<file path="config.mk">
export PLATFORM = sky130hd
export DESIGN_NAME = cam_array
export DESIGN_NICKNAME = d
export VERILOG_FILES = /design/src/rtl/cam_pkg.sv /design/src/rtl/cam_prio_enc.sv /design/src/rtl/cam_array.sv
export SDC_FILE = /design/constraint.sdc
export NUM_CORES = 1
export LEC_CHECK = 0
export BUFFER_PORTS_ARGS = -buffer_cell sky130_fd_sc_hd__buf_2
export CAP_MARGIN = 20
export CORE_ASPECT_RATIO = 0.75
export CORE_MARGIN = 4
export CORE_UTILIZATION = 30
export CTS_CLUSTER_SIZE = 28
export DETAILED_ROUTE_END_ITERATION = 12
export GPL_TIMING_DRIVEN = 0
export PLACE_DENSITY = 0.47
export SLEW_MARGIN = 10
export SYNTH_ARGS = -nofsm -noshare
export SYNTH_HDL_FRONTEND = slang
export SYNTH_SLANG_ARGS = --single-unit
export TNS_END_PERCENT = 5
</file>
<file path="constraint.sdc">
create_clock -name clk -period 4.5 [get_ports clk]
set_clock_uncertainty 0.1 [all_clocks]
set_input_delay 0.675 -clock clk [delete_from_list [all_inputs] [get_ports clk]]
set_output_delay 0.675 -clock clk [all_outputs]
set_load 0.01 [all_outputs]
</file>
<file path="src/rtl/cam_pkg.sv">
// Shared types and helpers for the cam_array content-addressable memory.
// Optional masked search is enabled by defining CAM_MASK_EN.
package cam_pkg;

  // Default array depth; cam_match_t is sized from this value.
  localparam int CAM_DEPTH_DEF = 16;

  // Width of the index field carried in search responses (DEPTH <= 256).
  localparam int CAM_IDX_MAX_W = 8;

  // Index width for a given depth; a depth of 1 still needs one bit.
  function automatic int cam_idx_w(input int depth);
    return (depth < 2) ? 1 : $clog2(depth);
  endfunction

  typedef logic [CAM_DEPTH_DEF-1:0] cam_match_t;

  typedef struct packed {
    logic                     hit;
    logic [CAM_IDX_MAX_W-1:0] index;
    logic                     multi;
  } cam_search_rsp_t;

endpackage

</file>
<file path="src/rtl/cam_prio_enc.sv">
// Combinational priority encoder for the CAM match vector: reports any hit,
// the lowest matching index and whether more than one entry matched.
module cam_prio_enc
  import cam_pkg::*;
#(
  parameter int DEPTH = 16
) (
  input  logic [DEPTH-1:0] i_match,
  output cam_search_rsp_t  o_rsp
);

  // Ascending scan: the first set bit gives the index, any later one flags multi.
  always_comb begin
    logic w_found;
    w_found = 1'b0;
    o_rsp   = '0;
    for (int i = 0; i < DEPTH; i++) begin
      if (i_match[i]) begin
        if (w_found) begin
          o_rsp.multi = 1'b1;
        end else begin
          w_found     = 1'b1;
          o_rsp.index = CAM_IDX_MAX_W'(i);
        end
      end
    end
    o_rsp.hit = w_found;
  end

endmodule

</file>
<file path="src/rtl/cam_array.sv">
// cam_array: DEPTH x DATA_W content-addressable memory with per-entry valid
// bits, addressed read/write/invalidate, global flush, occupancy count and a
// one-cycle pipelined search with priority-encoded result.
// Define CAM_MASK_EN to enable per-bit care masking on search.
module cam_array
  import cam_pkg::*;
#(
  parameter  int DATA_W = 32,
  parameter  int DEPTH  = 16,
  localparam int IDX_W  = cam_idx_w(DEPTH)
) (
  input  logic              clk,
  input  logic              reset,
  input  logic              wr_en,
  input  logic [IDX_W-1:0]  wr_index,
  input  logic [DATA_W-1:0] wr_data,
  input  logic              inv_en,
  input  logic [IDX_W-1:0]  inv_index,
  input  logic              flush,
  input  logic              rd_en,
  input  logic [IDX_W-1:0]  rd_index,
  output logic              rd_valid,
  output logic [DATA_W-1:0] rd_data,
  input  logic              search_en,
  input  logic [DATA_W-1:0] search_key,
  input  logic [DATA_W-1:0] search_mask,
  output logic              search_done,
  output logic              search_hit,
  output logic [IDX_W-1:0]  search_index,
  output logic              search_multi,
  output logic [IDX_W:0]    count,
  output logic              full
);

  logic [DATA_W-1:0] r_data [DEPTH];
  logic [DEPTH-1:0]  r_valid;

  logic [DEPTH-1:0]  w_valid_nxt;
  logic [IDX_W:0]    w_cnt_nxt;
  logic [DATA_W-1:0] w_mask;
  logic [DEPTH-1:0]  w_match;
  cam_search_rsp_t   w_rsp;
  logic              w_unused;

`ifdef CAM_MASK_EN
  assign w_mask   = search_mask;
  assign w_unused = ^w_rsp.index;
`else
  // Mask port kept for interface stability; every bit is compared.
  assign w_mask   = {DATA_W{1'b1}};
  assign w_unused = ^{search_mask, w_rsp.index};
`endif

  // Next valid vector: flush clears all, invalidate clears one, write sets
  // one last so a write wins over both on its own entry.
  always_comb begin
    w_valid_nxt = flush ? '0 : r_valid;
    if (inv_en) w_valid_nxt[inv_index] = 1'b0;
    if (wr_en)  w_valid_nxt[wr_index]  = 1'b1;
  end

  // Occupancy is the exact population count of the next valid vector.
  always_comb begin
    w_cnt_nxt = '0;
    for (int i = 0; i < DEPTH; i++) begin
      w_cnt_nxt = w_cnt_nxt + (IDX_W+1)'(w_valid_nxt[i]);
    end
  end

  // Per-entry match against pre-edge contents.
  always_comb begin
    for (int i = 0; i < DEPTH; i++) begin
      w_match[i] = r_valid[i] && (((r_data[i] ^ search_key) & w_mask) == '0);
    end
  end

  cam_prio_enc #(
    .DEPTH (DEPTH)
  ) u_prio_enc (
    .i_match (w_match),
    .o_rsp   (w_rsp)
  );

  // Stored words: cleared on reset, otherwise only an addressed write changes them.
  always_ff @(posedge clk) begin
    if (reset) begin
      for (int i = 0; i < DEPTH; i++) r_data[i] <= '0;
    end else if (wr_en) begin
      r_data[wr_index] <= wr_data;
    end
  end

  // Valid bits and occupancy move together on the same edge.
  always_ff @(posedge clk) begin
    if (reset) begin
      r_valid <= '0;
      count   <= '0;
      full    <= 1'b0;
    end else begin
      r_valid <= w_valid_nxt;
      count   <= w_cnt_nxt;
      full    <= (w_cnt_nxt == (IDX_W+1)'(DEPTH));
    end
  end

  // Registered read port; returns zero unless the addressed entry is valid.
  always_ff @(posedge clk) begin
    if (reset) begin
      rd_valid <= 1'b0;
      rd_data  <= '0;
    end else begin
      rd_valid <= rd_en && r_valid[rd_index];
      rd_data  <= (rd_en && r_valid[rd_index]) ? r_data[rd_index] : '0;
    end
  end

  // Search result stage; all fields are zero on cycles without a search.
  always_ff @(posedge clk) begin
    if (reset) begin
      search_done  <= 1'b0;
      search_hit   <= 1'b0;
      search_index <= '0;
      search_multi <= 1'b0;
    end else begin
      search_done  <= search_en;
      search_hit   <= search_en && w_rsp.hit;
      search_index <= search_en ? w_rsp.index[IDX_W-1:0] : '0;
      search_multi <= search_en && w_rsp.multi;
    end
  end

endmodule
</file>
==> summary.md <==
| Metric | Value |
|---|---|
| Drt drc | `0` |
| Outcome | `completed` |
| Seq/Total Area, Yosys | `approximately half` |
| Buf/Inv on CP | `6` |
| Post-synth EDFFs | `just over 500` |
| Slew Limit Headroom | `between 20% and 30%` |
| GRT busiest layer | `met1` |
| Post-CTS Repair Setup Buffers | `0` |
| Final WL | `roughly 150000 um` |
| CP Launch Type | `input port` |
| Internal power | `10100 uW` |
| Fraction of layout instances using a drive strength above 1 | `a little under a fifth` |
| Core Area | `~110000 um^2` |
| Sw Share | `between 20% and 30%` |
| Die Wd | `between 300 and 400 um` |
| Cell variety after synth | `56` |
| Cell family with most CP delay | `adder cells` |
| Commonest cells in the netlist | `and2_1, edfxtp_1, xor2_1` |
| Die height | `291 um` |
| Vias per inst | `5.45` |
| Crit path largest cell delay | `between 0.5 and 0.6 ns` |
| Final setup violation count | `0` |
| Clk pwr share | `approximately 40%` |
| Port Buf Inserts | `90` |
| Largest net degree at the start of global routing | `33` |
| Non-Filler Instances | `about 4100` |
| P&R area growth vs syn | `15.4%` |
| FILL cells | `10257` |
| Wire per inst | `approximately 36 um` |
| First-pass GRT wire length | `roughly 190000 um` |
| Vias in the first global route | `~21000` |
| Clock Tree Buf Depth | `3` |
| Critical path capture point type | `flip-flop` |
| Synth warn | `0` |
| Max-slew violations | `0` |
| Total grt overflow | `0` |
| Initial antenna violation count | `19` |
| Placed cell count | `3931` |
| Net Switching | `between 4000 and 5000 uW` |
| Number of iterations in the first detailed-routing pass | `5` |
| CP max stage cell | `fa_1` |
| Starting Density | `roughly 30%` |
| Area leader, netlist | `edfxtp_1` |
| Worst-Margin Slew | `1.20 ns` |
| Clock Sinks | `574` |
| Max frequency | `229 MHz` |
| Clk_lat worst skew | `approximately 0.67 ns` |
| Met1 usage | `36.9%` |
| Leak pwr | `around 0.013 uW` |
| Root buffer cell | `clkbuf_16` |
| Num CTS Buffers | `67` |
| Sequential share of power | `44.9%` |
| Cells along the critical path | `buf_2 -> inv_1 -> buf_2 -> o311ai_2 -> nand2_1 -> fa_1 -> inv_1 -> fa_1 -> fa_1 -> inv_1 -> fa_1 -> ha_2 -> inv_1 -> fa_2 -> xor2_1 -> and3b_1 -> and3_1` |
| Most common cell in the netlist | `and2_1` |
| GPL Wtd Cong | `a little under 1` |
| PD cells | `~380 nW/um^2` |
| HPWL after DPL | `roughly 120000 um` |
| Synth Flop Type | `edfxtp_1` |
| GRT Util Overall | `between 20% and 30%` |
| Worst-path clk slew | `about 0.06 ns` |
| Die area | `~110000 um^2` |
| Met2 Usage GRT | `between 30% and 40%` |
| Synth Register Bits | `between 500 and 600` |
| Worst EP required | `between 4 and 5 ns` |
| Num rows | `roughly 100` |
| Remaining antenna violation count | `0` |
| Syn Area/Cell | `roughly 13 um^2` |
| Htree depth | `3` |
| Type of the worst setup path | `input port to flip-flop` |
| Hold Vio Cnt, Final | `0` |
| Max rail drop VDD | `0.228 mV` |
| Net Count, Synth | `around 2500` |
| Tmin final | `approximately 4.4 ns` |
| Synth area leaders | `edfxtp_1, mux4_2, xor2_1` |
| Reg2reg setup slack | `0.23 ns` |
| Total Nets Final | `approximately 2700` |
| Hold Crit Class | `input port to flip-flop` |
| DRT iter0 DRCs | `3337` |
| Max cap viols | `0` |
| Pwr Total | `approximately 14000 uW` |
| CP max FO | `10` |
| Post-synthesis cell area | `approximately 32000 um^2` |
| Fin crit share | `96.9%` |
| Via total after detailed routing | `about 22000` |
| Unrepaired setup endpoints after global routing | `no` |
| Logic gate share of total power | `between 10% and 20%` |
| I/O pins | `between 150 and 200` |
| Ys async rst share | `0%` |
| CTS tree | `done` |
| GR Util met3 | `between 9 and 10%` |
| Mapped Cells | `2412` |
| Crit path DAT | `~4.8 ns` |
| Area share of the largest cell type after synthesis | `about half` |
-- worst register-to-register path: cells and delay by family, from the launching register on --
family / cells / cell delay [ns]
xor gates and xnor gates: 1 / 0.17
buffers and inverters: 3 / 0.23
DFF: 1 / 0.54
adders and majority gates: 6 / 2.49
and+or+nand+nor: 3 / 0.45
AOI/OAI and AO/OA: 1 / 0.19
-- routing by layer --
| metal | up-vias | share of wire, % |
|---|---|---|
| met1 | 11686 | 43 |
| met2 | 1290 | 42 |
| met3 | 179 | 12 |
| li1 | 8987 | - |
| met4 | 4 | 3.1 |
| met5 | - | 0.015 |
-- cells by family (layout without fill, tap and decap cells) --
family | after synthesis | after routing | synth area share (%)
and+or+nand+nor | 876 | 876 | 16.6
muxes | 165 | 165 | 11.6
adders and majority gates | 16 | 16 | 0.857
other | 0 | 12 | 0
xor gates and xnor gates | 510 | 510 | 14.0
DFF | 574 | 574 | 51.9
AOI/OAI and AO/OA | 54 | 54 | 1.16
buffers and inverters | 217 | 443 | 3.87
-- area by class of cell --
| type | instances | area (um^2) | area share (%) |
|---|---|---|---|
| flip-flops and latches | 574 | 16600 | 45.0 |
| plain buffers | 195 | 1220 | 3.32 |
| clock inverters | 29 | 350 | 0.949 |
| clock buffers | 94 | 1850 | 5.01 |
| well taps | 1417 | 1770 | 4.80 |
| multi-input cells | 1621 | 14300 | 38.7 |
| repair buffers | 103 | 694 | 1.88 |
| inverters | 22 | 82.6 | 0.224 |
| diodes | 12 | 30.0 | 0.0814 |
-- cells in the final DEF (no fill, tap or decap), drive strengths merged, types with 35 or more instances in the layout --
cell	synthesis	routed
and2	513	513
buf	87	191
clkbuf	108	201
dfxtp	62	62
edfxtp	512	512
mux4	165	165
nand2	35	35
nand3	42	42
nand4	41	41
nor2b	52	52
nor4	93	93
xnor2	129	129
xor2	381	381
-- per-stage QoR --
step	TNS [ns]	area, um^2	utilization [%]	setup slack [ns]	hold WS, ns
after global placement	-102.61	34300	32.5	-0.825	0.546
after detailed placement	-3.11	34600	32.8	-0.794	0.545
after floorplan	-0.0617	32100	-	-0.0617	0.379
after global routing	0	36900	34.9	0.0215	0.299
after CTS	0	36800	34.9	0.111	0.278
final	0	36900	35.0	0.138	0.316
-- registers in the layout, indices dropped and copies added, names as in the netlist --
| name | flops |
|---|---|
| search_hit | 1 |
| search_index | 4 |
| search_done | 1 |
| full | 1 |
| r_valid | 16 |
| count | 5 |
| search_multi | 1 |
| rd_data | 32 |
| rd_valid | 1 |
| r_data | 512 |
-- power by group through the flow --
stage          registers, uW  clock network [uW]  logic (uW)
2_1_floorplan           6360                   0        1060
3_3_place_gp            6450                   0        2000
3_5_place_dp            6450                   0        2020
4_1_cts                 6340                5760        2030
5_1_grt                 6370                5990        2110
6_report                6350                5710        2080
-- timing repair --
action | in CTS | in global routing
endpoints found under the setup margin | 1 | 1
pin swaps | 0 | 4
hold buffers | 0 | 0
hold endpoints to repair | 0 | 0
resized for setup | 4 | 7
-- final timing paths --
check,start,to,cells after the start
worst max-delay path,flush,full,17
worst min-delay path,wr_data[13],r_data[1][13],2
worst max register to register,r_valid[1],full,14
worst min register to register,r_valid[0],r_valid[0],2
Note: power is estimated with default switching activity, not from simulation.
